`src/rtl/transceiver_seq_pkg.sv`:
```
// Shared definitions for the transceiver lane bring-up sequencer:
// FSM state encoding, parameter defaults and a sizing helper.
package transceiver_seq_pkg;

    typedef enum logic [2:0] {
        ST_WAIT_PLL   = 3'd0,
        ST_RESTART    = 3'd1,
        ST_WAIT_READY = 3'd2,
        ST_LINK_UP    = 3'd3,
        ST_FAIL       = 3'd4
    } seq_state_e;

    localparam int unsigned DEFAULT_NUMBER_OF_LANES    = 6;
    localparam int unsigned DEFAULT_LOCK_STABLE_CYCLES = 1024;
    localparam int unsigned DEFAULT_RESTART_CYCLES     = 64;
    localparam int unsigned DEFAULT_TIMEOUT_CYCLES     = 65536;
    localparam int unsigned DEFAULT_MAX_RETRIES        = 7;

    localparam logic [1:0] PLL_ALL_LOCKED = 2'b11;

    // Largest of three cycle counts; sizes the single shared timer.
    function automatic int unsigned max3(input int unsigned a,
                                         input int unsigned b,
                                         input int unsigned c);
        int unsigned m;
        m = a;
        if (b > m) m = b;
        if (c > m) m = c;
        return m;
    endfunction

endpackage

```
`src/rtl/seq_timer.sv`:
```
// Loadable down-counter with a terminal flag. Shared by the PLL stability
// wait, the restart pulse and the ready timeout; only one is ever active.
module seq_timer #(
    parameter int unsigned       g_Width      = 16,
    parameter logic [g_Width-1:0] g_ResetValue = '0
) (
    input  logic               clk_i,
    input  logic               reset_i,
    input  logic               load_i,
    input  logic [g_Width-1:0] load_value_i,
    input  logic               dec_i,
    output logic               terminal_o
);

    localparam logic [g_Width-1:0] One = g_Width'(1);

    logic [g_Width-1:0] count_q;
    logic [g_Width-1:0] count_d;

    // Load wins over decrement; the count holds at zero.
    always_comb begin
        count_d = count_q;
        if (load_i) begin
            count_d = load_value_i;
        end else if (dec_i && (count_q != '0)) begin
            count_d = count_q - One;
        end
    end

    // Count register, synchronous reset to the caller's start value.
    always_ff @(posedge clk_i) begin
        if (reset_i) begin
            count_q <= g_ResetValue;
        end else begin
            count_q <= count_d;
        end
    end

    assign terminal_o = (count_q == '0);

endmodule

```
`src/rtl/lane_bringup_sequencer.sv`:
```
// Lane bring-up sequencer: waits for stable TX PLL lock, pulses the lane
// restart, waits for all lanes ready with a bounded retry budget, then
// supervises the link and re-runs bring-up on a drop.
//
// state         | meaning
// --------------+-----------------------------------------------------
// ST_WAIT_PLL   | counting consecutive cycles with both PLLs locked
// ST_RESTART    | Lanes_Restart asserted for the restart pulse width
// ST_WAIT_READY | waiting for every lane ready, bounded by the timeout
// ST_LINK_UP    | all lanes up; any not-ready or error drops the link
// ST_FAIL       | retries exhausted; only a restart request leaves
module lane_bringup_sequencer
    import transceiver_seq_pkg::*;
#(
    parameter int unsigned g_NumberOfLanes    = DEFAULT_NUMBER_OF_LANES,
    parameter int unsigned g_LockStableCycles = DEFAULT_LOCK_STABLE_CYCLES,
    parameter int unsigned g_RestartCycles    = DEFAULT_RESTART_CYCLES,
    parameter int unsigned g_TimeoutCycles    = DEFAULT_TIMEOUT_CYCLES,
    parameter int unsigned g_MaxRetries       = DEFAULT_MAX_RETRIES
) (
    input  logic                       clock_i,
    input  logic                       reset_i,
    input  logic [1:0]                 pll_lock_i,
    input  logic                       restart_request_i,
    input  logic [g_NumberOfLanes-1:0] lane_ready_vector_i,
    input  logic [g_NumberOfLanes-1:0] lane_error_vector_i,
    output logic                       lanes_restart_o,
    output logic                       link_up_o,
    output logic                       fail_o,
    output logic [3:0]                 retry_count_o,
    output logic [7:0]                 drop_count_o,
    output logic [2:0]                 state_out_o
);

    localparam int unsigned TimerSpan  = max3(g_LockStableCycles, g_RestartCycles, g_TimeoutCycles);
    localparam int unsigned TimerWidth = (TimerSpan > 1) ? $clog2(TimerSpan) : 1;

    // The timer terminates on zero, so each phase loads its length minus one.
    localparam logic [TimerWidth-1:0] LockLoad    = TimerWidth'(g_LockStableCycles - 1);
    localparam logic [TimerWidth-1:0] RestartLoad = TimerWidth'(g_RestartCycles - 1);
    localparam logic [TimerWidth-1:0] TimeoutLoad = TimerWidth'(g_TimeoutCycles - 1);
    localparam logic [3:0]            MaxRetries  = 4'(g_MaxRetries);

    seq_state_e state_q, state_d;
    logic [3:0] retry_q, retry_d;
    logic [7:0] drop_q, drop_d;
    logic       lanes_restart_q;
    logic       link_up_q;
    logic       fail_q;

    logic                  tmr_load;
    logic [TimerWidth-1:0] tmr_load_value;
    logic                  tmr_dec;
    logic                  tmr_terminal;

    logic pll_locked;
    logic all_ready;
    logic any_error;

    assign pll_locked = (pll_lock_i == PLL_ALL_LOCKED);
    assign all_ready  = &lane_ready_vector_i;
    assign any_error  = |lane_error_vector_i;

    seq_timer #(
        .g_Width      (TimerWidth),
        .g_ResetValue (LockLoad)
    ) u_seq_timer (
        .clk_i        (clock_i),
        .reset_i      (reset_i),
        .load_i       (tmr_load),
        .load_value_i (tmr_load_value),
        .dec_i        (tmr_dec),
        .terminal_o   (tmr_terminal)
    );

    // Next state, counters and timer control; restart request beats PLL loss,
    // which beats lane status and timeout.
    always_comb begin
        state_d        = state_q;
        retry_d        = retry_q;
        drop_d         = drop_q;
        tmr_load       = 1'b0;
        tmr_load_value = LockLoad;
        tmr_dec        = 1'b0;

        if (restart_request_i) begin
            state_d  = ST_WAIT_PLL;
            retry_d  = '0;
            tmr_load = 1'b1;
        end else begin
            case (state_q)
                ST_WAIT_PLL: begin
                    if (!pll_locked) begin
                        tmr_load = 1'b1;
                    end else if (tmr_terminal) begin
                        state_d        = ST_RESTART;
                        tmr_load       = 1'b1;
                        tmr_load_value = RestartLoad;
                    end else begin
                        tmr_dec = 1'b1;
                    end
                end
                ST_RESTART: begin
                    if (!pll_locked) begin
                        state_d  = ST_WAIT_PLL;
                        tmr_load = 1'b1;
                    end else if (tmr_terminal) begin
                        state_d        = ST_WAIT_READY;
                        tmr_load       = 1'b1;
                        tmr_load_value = TimeoutLoad;
                    end else begin
                        tmr_dec = 1'b1;
                    end
                end
                ST_WAIT_READY: begin
                    if (!pll_locked) begin
                        state_d  = ST_WAIT_PLL;
                        tmr_load = 1'b1;
                    end else if (all_ready) begin
                        state_d = ST_LINK_UP;
                        retry_d = '0;
                    end else if (tmr_terminal) begin
                        if (retry_q == MaxRetries) begin
                            state_d = ST_FAIL;
                        end else begin
                            state_d        = ST_RESTART;
                            retry_d        = retry_q + 4'd1;
                            tmr_load       = 1'b1;
                            tmr_load_value = RestartLoad;
                        end
                    end else begin
                        tmr_dec = 1'b1;
                    end
                end
                ST_LINK_UP: begin
                    if (!pll_locked) begin
                        state_d  = ST_WAIT_PLL;
                        tmr_load = 1'b1;
                    end else if (!all_ready || any_error) begin
                        state_d        = ST_RESTART;
                        tmr_load       = 1'b1;
                        tmr_load_value = RestartLoad;
                        if (drop_q != 8'hFF) begin
                            drop_d = drop_q + 8'd1;
                        end
                    end
                end
                ST_FAIL: begin
                    state_d = ST_FAIL;
                end
                default: begin
                    state_d  = ST_WAIT_PLL;
                    tmr_load = 1'b1;
                end
            endcase
        end
    end

    // State, counters and status outputs, all registered from the next state.
    always_ff @(posedge clock_i) begin
        if (reset_i) begin
            state_q         <= ST_WAIT_PLL;
            retry_q         <= '0;
            drop_q          <= '0;
            lanes_restart_q <= 1'b0;
            link_up_q       <= 1'b0;
            fail_q          <= 1'b0;
        end else begin
            state_q         <= state_d;
            retry_q         <= retry_d;
            drop_q          <= drop_d;
            lanes_restart_q <= (state_d == ST_RESTART);
            link_up_q       <= (state_d == ST_LINK_UP);
            fail_q          <= (state_d == ST_FAIL);
        end
    end

    assign lanes_restart_o = lanes_restart_q;
    assign link_up_o       = link_up_q;
    assign fail_o          = fail_q;
    assign retry_count_o   = retry_q;
    assign drop_count_o    = drop_q;
    assign state_out_o     = state_q;

endmodule

```
`config.mk`:
```
export PLATFORM = sky130hd
export DESIGN_NAME = lane_bringup_sequencer
export DESIGN_NICKNAME = d
export VERILOG_FILES = /design/src/rtl/transceiver_seq_pkg.sv /design/src/rtl/seq_timer.sv /design/src/rtl/lane_bringup_sequencer.sv
export SDC_FILE = /design/constraint.sdc
export NUM_CORES = 1
export LEC_CHECK = 0
export CAP_MARGIN = 20
export CORE_MARGIN = 3
export CORE_UTILIZATION = 56
export DETAILED_ROUTE_END_ITERATION = 7
export HOLD_SLACK_MARGIN = 0.1
export PLACE_DENSITY_LB_ADDON = 0.15
export SETUP_SLACK_MARGIN = 0.05
export SYNTH_ARGS = -nofsm -noshare
export SYNTH_HDL_FRONTEND = slang
export SYNTH_SLANG_ARGS = --single-unit
```
`constraint.sdc`:
```
create_clock -name clock_i -period 3.37 [get_ports clock_i]
set_input_delay 1.011 -clock clock_i [delete_from_list [all_inputs] [get_ports clock_i]]
set_output_delay 1.011 -clock clock_i [all_outputs]
set_load 0.1 [all_outputs]
```
After elaboration in Yosys (flattened, before gate mapping)

Cells that the tools add are included.

Flip-flop bits (word level): 34
Output and inout port bits: 18
Word-level logic and storage cells: 81

Add/subtract/negate cells: 3
Eq/ne operators: 11
Muxes and demuxes: 45
Bitwise gates (word level): 1
Reductions and logical operators: 14

Operator list:

| cell                                                                   | count |
|---|---|
| 10-bit two-way mux                                                     | 8 |
| 16-bit two-way mux                                                     | 5 |
| 16-bit one-hot mux with 4 select lines                                 | 1 |
| 3-bit two-way mux                                                      | 11 |
| 16-bit zero test                                                       | 1 |
| 16-bit nonzero test                                                    | 1 |
| 16-bit by 1-bit subtractor with 16-bit output (second input constant)  | 1 |
| 3-bit one-hot mux with 5 select lines                                  | 1 |
| 1-bit two-way mux                                                      | 14 |
| 4-bit two-way mux                                                      | 3 |
| 3-bit by 2-bit equality test with 1-bit output (second input constant) | 3 |
| 8-bit by 1-bit adder with 8-bit output (second input constant)         | 1 |
| 8-bit inequality test (second input constant)                          | 1 |
| 3-bit by 1-bit equality test with 1-bit output (second input constant) | 2 |
| 3-bit equality test (second input constant)                            | 2 |
| 6-bit AND reduction                                                    | 1 |
| 6-bit OR reduction                                                     | 1 |
| 5-bit AND reduction                                                    | 1 |
| 4-bit by 1-bit adder with 4-bit output (second input constant)         | 1 |
| 4-bit by 3-bit equality test with 1-bit output (second input constant) | 1 |
| 1-bit one-hot mux with 4 select lines                                  | 1 |
| 4-bit AND reduction                                                    | 1 |
| 2-bit nonzero test                                                     | 2 |
| 2-bit OR reduction                                                     | 2 |
| other kinds (8)                                                        | 8 |

Longest topological paths before layout

Gate-level depths: netlist (run 1).

Depth after elaboration: 9
Depth in mapped cells: 9
Gate-level depth less buffers: 8

Cells and area by module

From an unflattened synthesis (run 1), not the netlist that was laid out.

Cells, all modules: 264
Area total of the unflattened synthesis: 2179.6 µm²

By module, submodules not included:

| module                 | times used | cells an instance | area an instance (µm²) |
|---|---|---|---|
| lane_bringup_sequencer | 1          | 134               | 1134.8 |
| seq_timer              | 1          | 130               | 1044.8 |

Least setup slack after synthesis (run 1)

OpenSTA, ideal clock, no wires.

Kind: flip-flop to flip-flop
From: register state_q[1] (netlist: state_out_o[1])
To: register retry_q[2] (netlist: retry_count_o[2])
Library setup time: 70 ps
Arrival: 2621 ps
Setup slack: 679 ps
Stages on the path, launching flop included: 7
Buffers on the path: 1
Clock period less this slack: 2691 ps
Cell sequence: dfxtp_1 -> buf_2 -> or3b_2 -> or2_0 -> nor4_1 -> nand3b_1 -> a21oi_1

Longest elaborated chain between the ends: 2

Ends and longest elaborated chain:

| item                                           | RTL line                      | source |
|---|---|---|
| start, declared                                | lane_bringup_sequencer.sv:44  | `seq_state_e state_q, state_d;` |
| start signal, assigned                         | lane_bringup_sequencer.sv:169 | `state_q <= state_d;` |
| 3-bit by 2-bit equality test with 1-bit output | lane_bringup_sequencer.sv:91  | `case (state_q)` |
| 4-bit AND reduction (no line)                  | n/a                           |  |
| end signal, assigned                           | lane_bringup_sequencer.sv:170 | `retry_q <= retry_d;` |
| end, declared                                  | lane_bringup_sequencer.sv:45  | `logic [3:0] retry_q, retry_d;` |

Every way passes these cells.
A chain may end at the register's enable or synchronous reset.

Final worst setup path (run 1)

From: input port lane_error_vector_i[0]
To: register u_seq_timer.count_q[9]

Longest elaborated chain between the ends: 7
Elaborated cells between the ends (all ways): 12
Those cells by class: mux: 9; reduce/logical: 3

Ends and longest elaborated chain:

| item                                                                                            | RTL line                      | source |
|---|---|---|
| start, declared                                                                                 | lane_bringup_sequencer.sv:26  | `input logic [g_NumberOfLanes-1:0] lane_error_vector_i,` |
| 6-bit OR reduction (*)                                                                          | lane_bringup_sequencer.sv:62  | `assign any_error = \|lane_error_vector_i;` |
| 1-bit logical OR (*)                                                                            | lane_bringup_sequencer.sv:139 | `end else if (!all_ready \|\| any_error) begin` |
| 10-bit two-way mux or 1-bit two-way mux (tied branches)                                         | lane_bringup_sequencer.sv:139 |  |
| 10-bit two-way mux or 1-bit two-way mux (tied branches)                                         | lane_bringup_sequencer.sv:136 | `if (!pll_locked) begin` |
| 16-bit one-hot mux with 4 select lines or 1-bit one-hot mux with 4 select lines (tied branches) | lane_bringup_sequencer.sv:91  |  |
| 16-bit two-way mux or 1-bit two-way mux (tied branches)                                         | lane_bringup_sequencer.sv:86  | `if (restart_request_i) begin` |
| 16-bit two-way mux or 2-bit nonzero test (tied branches)                                        | n/a                           |  |
| end signal, assigned                                                                            | seq_timer.sv:33               | `count_q <= g_ResetValue;` |
| end signal, assigned                                                                            | seq_timer.sv:35               | `count_q <= count_d;` |
| end, declared                                                                                   | seq_timer.sv:17               | `logic [g_Width-1:0] count_q;` |

Every way passes the cells marked *; elsewhere a longest branch is shown, timed or not.

==> out/results.ini, run 1 <==
[logic_synthesis]
synth_area_leaders = dfxtp_1 (36%), nor2_1 (5.5%), xor2_1 (5.5%)
avgSynthCellArea_sq_um = 8.500
synth.distinct_cells = 51
synth_top_area_cell = dfxtp_1
synth_edf_count = 0
synthCells = 223
synthesis.area_sq_um = 1896
yosysWarnings = 0
synth-async-reset-ratio = 0
syn-num-nets = 244
seq_area_frac_synth = 0.3591
yosys_most_used_dff = dfxtp_1
ys_ff_latch = 34
synth_top_area_frac = 0.3591

[floorplanning]
coreArea_sq_um = 3153
rows = 20
die_h_um = 64.18
io-pin-count = 35
die-width_um = 64.18
initial_core_util = 0.6012
die_area_sq_um = 4119

[setup_path]
cp.required_ps = 3570
critPathCaptureType = flop
path_delay_family = simple AND/OR/NAND/NOR gates
crit_buf_inv = 2
path_class = in -> reg
path_cells = clkdlybuf4s50_1, nor4_1, nand4_1, o31ai_1, o211ai_2, nor2_1, buf_4, a21oi_1
crit_path_top_delay_cell = clkdlybuf4s50_1
crit_path_start_kind = primary input
critPathMaxStageDelay_ps = 390
cp.arrival_ps = 2910
cp_max_fo = 10

[sta]
rsz0062_at_grt = false
slew_viol_final = 0
min_period_over_period = 0.8018
worst_hold_slack_ps = 542.8
clock_skew_ps = 12.84
maxSlewHeadroom = 0.5655
worst_slew_pin_slew_ps = 651.7
finalHoldViolCount = 0
max_freq_ghz = 0.3701
finalCriticalPeriod_ps = 2702
setup_tns_ps = 0
setup_ws_ps = 668.1
setup_viol = 0

[finish]
drive_above_1_share = 0.1538
most-common-layout-cells = dfxtp_1 (34), nor2_1 (28), buf_4 (21)
area_growth_pct = 21.39
layout.nets = 280
fin_util = 0.7298
fin_cells = 304
layout_commonest_cell = dfxtp_1
antennaDiodeCount = 0
final_area_sq_um = 2301

[global_routing]
grt-busiest-layer = met2
grtUsageMet3 = 0.05097
antenna_found_initial = 0
met1_usage = 0.2939
grt_pass1_wl_um = 7265
grt_max_degree = 23
grt_pass1_vias = 1617
grt_overflow = 0
grt.met2_usage = 0.3406
grt_usage = 0.2183

[clocking]
ctsHoldBuffers = 0
root_buffer = clkbuf_4
clkTransAtPathRegs_ps = 110
cts_made_buffers = 5
clock-sinks = 34
cts_tree = yes
htree_levels = 2
cts_resized = 0
clockBufferDepth = 2
cts.repair_timing.setup_buffer_count = 0
clk_latency_ps = 350

[worst_hold_path]
hold_class = reg -> reg

[detailed_routing]
detail_route.wl_per_cell_um = 13.94
drc_errors = 0
vias = 1775
drtIter0Drc = 139
vias_per_cell = 5.839
postRouteAntennaNets = 0
wirelength_um = 4238
drt_first_pass_iters = 4

[power_and_ir_drop]
ir_worst_vdd_v = 0.0002287
leakagePower_nw = 0.8597
cellPowerDensity_nw_per_um2 = 300.8
p_total_mw = 0.6920

[job]
timing.max_cap.violations = 0

[placement]
place_congestion = 0.8209
dp_slack_ps = 294.6
placed_cells = 296
place_hpwl_um = 3136
io_buffers = 34
post_dp_cell_area_sq_um = 2237

[status]
status = complete, no violations

-- metal layers --
metal | up-vias | part of all wire | wire length [um]
li1 | 900 | - | -
met1 | 827 | 0.48 | 2053
met2 | 40 | 0.46 | 1930
met3 | 8 | 0.044 | 187
met4 | 0 | 0.015 | 65
met5 | - | 0 | 0
-- registers in the layout, indices dropped and copies added, names as in the netlist --
name and flops:
u_seq_timer.count_q 16, retry_count_o 4, drop_count_o 8, lanes_restart_o 1, state_out_o 3, fail_o 1, link_up_o 1
-- logic make-up (layout without fill, tap and decap cells) --
| logic type | count (synthesis) | in the layout | synth area share |
|---|---|---|---|
| AO/OA/AOI/OAI | 42 | 42 | 0.1571 |
| XOR/XNOR | 15 | 15 | 0.06931 |
| adder cells (fa/ha/maj) | 4 | 4 | 0.02640 |
| buffers and inverters | 14 | 51 | 0.02838 |
| flip-flops | 34 | 34 | 0.3591 |
| multiplexers | 2 | 2 | 0.01056 |
| AND/OR/NAND/NOR | 112 | 112 | 0.3492 |
-- layout make-up --
| class | count | area [sq um] |
|---|---|---|
| sequential | 34 | 680.7 |
| clock inverter | 2 | 12.51 |
| multi-input combinational | 175 | 1161 |
| inverter | 6 | 22.52 |
| clock buffer | 6 | 51.30 |
| timing repair buffer | 37 | 317.8 |
| tap | 44 | 55.05 |
| fill | 262 | 852.1 |
-- synthesized netlist by cell type (3+ instances only) --
master and n:
dfxtp_1 34, nor2_1 28, nor3_1 13, nand2_1 12, xor2_1 12, a21oi_1 11
clkbuf_1 7, nand3_1 7, nand4_1 7, inv_1 6, nor4_1 6, o21ai_0 6
and3b_1 5, ha_1 4, nand3b_1 4, nor4_2 4, o31ai_1 4, a211oi_1 3
a41o_1 3, and2_1 3, nand2b_1 3, or4_1 3, xnor2_1 3
-- worst paths after layout --
check	from	to	slack, ps	cells past startpoint
hold / removal	retry_count_o[2]	retry_count_o[2]	540	2
hold reg to reg	retry_count_o[2]	retry_count_o[2]	540	2
setup / recovery	lane_error_vector_i[0]	u_seq_timer.count_q[9]	670	8
setup reg to reg	u_seq_timer.count_q[0]	u_seq_timer.count_q[13]	980	8
-- power by group --
part	switching, mW	internal, mW
sequential	0.000113	0.402
clock	0.143	0.100
combinational	0.0223	0.0247
total	0.165	0.527
-- tightest hold or removal path, cell delays in order (launching register included) --
cell	delay, ps
dfxtp_1	370
o21ai_0	80
a21oi_1	60
(Power assumes the default switching activity.)
==> run 2, diff against run 1 <==
Settings changed: CORE_UTILIZATION 56 to 52.
Clock period 3.37 ns to 2.53 ns, I/O delays scaled along.
==> run 2 against run 1 <==
Effect of this change:
- critical path depth fell by 2
- flip-flop and latch count did not move
- first-iteration DRC count fell by 5.8%
- count of clock-buffer cells in the layout fell by 1
- routed wire length rose by 12%
- worst hold slack got worse by 28 ps
- design area rose by 9.3%
- sequential power rose by 33%
- setup slack got worse by 450 ps
- register-to-register slack got worse by 770 ps
==> out/results.ini, run 2 (synthesis results as in run 1) <==
[status]
status = complete, no violations

[detailed_routing]
drc_errors = 0  ; unchanged
drtIter0Drc = 131  ; -5.8%
vias_per_cell = 5.742  ; -1.7%
postRouteAntennaNets = 0  ; unchanged
vias = 1872  ; +5.5%
detail_route.wl_per_cell_um = 14.56  ; +4.4%
wirelength_um = 4745  ; +12%
drt_first_pass_iters = 4  ; unchanged

[finish]
multi_input_area_sq_um = 1166  ; +0.43%
seq_area_sq_um = 681.9  ; +0.18%
drive_above_1_share = 0.2214  ; +0.06758
layout.nets = 300  ; +7.1%
largest-register = u_seq_timer.count_q
area_growth_pct = 32.67
antennaDiodeCount = 0  ; unchanged
layout_commonest_cell = buf_4
n_fill_cell = 279  ; +6.5%
most-common-layout-cells = buf_4 (40), dfxtp_1 (33), nor2_1 (28)
largest_register_ffs = 16  ; unchanged

[job]
timing.max_cap.violations = 0  ; unchanged

[power_and_ir_drop]
p_total_mw = 1.133  ; +64%
ir_worst_vdd_v = 0.0005600  ; +140%
cellPowerDensity_nw_per_um2 = 450.4  ; +50%
leakagePower_nw = 0.9867  ; +15%

[sta]
finalHoldViolCount = 0  ; unchanged
min_period_over_period = 0.9154
setup_ws_ps = 214.0  ; -454.1 ps
max_freq_ghz = 0.4318
finalCriticalPeriod_ps = 2316
worst_slew_pin_slew_ps = 449.7  ; -202.0 ps
worst_hold_slack_ps = 514.6  ; -28.24 ps
setup_viol = 0  ; unchanged
rsz0062_at_grt = false
clock_skew_ps = 13.24  ; +0.3995 ps
slew_viol_final = 0  ; unchanged
maxSlewHeadroom = 0.6974  ; +0.1319

[clocking]
clkTransAtPathRegs_ps = 120  ; about the same
root_buffer = clkbuf_4
clockBufferDepth = 2  ; unchanged
clock-sinks = 34  ; unchanged
htree_levels = 2  ; unchanged
cts_made_buffers = 5  ; unchanged
cts_tree = yes
ctsHoldBuffers = 0  ; unchanged
clk_latency_ps = 360  ; about the same

[floorplanning]
die-width_um = 66.38  ; +3.4%
die_h_um = 66.38  ; +3.4%
coreArea_sq_um = 3416  ; +8.3%
initial_core_util = 0.5549  ; -0.04625
die_area_sq_um = 4406  ; +7.0%
rows = 21  ; +5.0%
io-pin-count = 35  ; unchanged

[setup_path]
cp.arrival_ps = 2590  ; -320 ps
critPathCaptureType = flop
reg2reg_depth = 6  ; -2
cp_max_fo = 7  ; -3
cp.required_ps = 2800  ; -770 ps
path_class = reg -> reg
crit_path_start_kind = flop

[placement]
io_buffers = 34  ; unchanged
place_hpwl_um = 3385  ; +7.9%
dp_slack_ps = -136.6  ; -431.3 ps
place_congestion = 0.9016  ; +9.8%

[worst_hold_path]
hold_path_depth = 2  ; unchanged
hold_class = reg -> reg

[global_routing]
grt_usage = 0.2208  ; +0.002551
grt_max_degree = 20  ; -13%
grt_pass1_wl_um = 7548  ; +3.9%
grt_pass1_vias = 1693  ; +4.7%
antenna_found_initial = 0  ; unchanged
grt_overflow = 0  ; unchanged

## run 2: stage by stage
step	instance area, sq um	util	std cells	setup TNS (ps)
2_1_floorplan	1897	-	223	0
3_5_place_dp	2404	0.7037	318	-1602
5_1_grt	2515	0.7363	326	0
3_3_place_gp	2404	0.7037	318	-1051
6_report	2515	0.7363	326	0
4_1_cts	2510	0.7348	326	0
## run 2: routing by layer
| metal | vias up | global-route usage | share of wire |
|---|---|---|---|
| li1 | 942 | - | - |
| met1 | 882 | 0.2808 | 0.46 |
| met2 | 40 | 0.3705 | 0.49 |
| met3 | 8 | 0.04082 | 0.045 |
| met4 | 0 | 0.07614 | 0.010 |
| met5 | - | 0 | 0 |
## run 2: critical path, stage by stage, from the launching register on
cell and delay, ps:
dfxtp_1 380, nor4_1 460, nand4_2 270, or3_1 440
or2_1 260, and2_4 190, nor4_2 230
## run 2: cell type report
cell class / count / share of cell area
Inverter: 6 / 0.008955
Multi-Input combinational cell: 175 / 0.4637
Tap cell: 46 / 0.02289
Timing Repair Buffer: 57 / 0.1910
Clock buffer: 5 / 0.01493
Sequential cell: 34 / 0.2711
Clock inverter: 3 / 0.02736
## run 2: final timing paths
check	start	end	slack, ps
worst max register to register	u_seq_timer.count_q[10]	u_seq_timer.count_q[13]	210
worst max-delay path	u_seq_timer.count_q[10]	u_seq_timer.count_q[13]	210
worst min-delay path	retry_count_o[3]	retry_count_o[3]	510
worst min register to register	retry_count_o[3]	retry_count_o[3]	510
## run 2: where the power goes
| part | switching [mW] | total (mW) | internal, mW |
|---|---|---|---|
| clock | 0.212 | 0.521 | 0.309 |
| sequential | 0.000152 | 0.535 | 0.535 |
| combinational | 0.0327 | 0.0769 | 0.0441 |
## run 2: timing repair
action | CTS | global route
endpoints found under the setup margin | 0 | 5
resized for setup | 0 | 1
setup buffers | 0 | 0
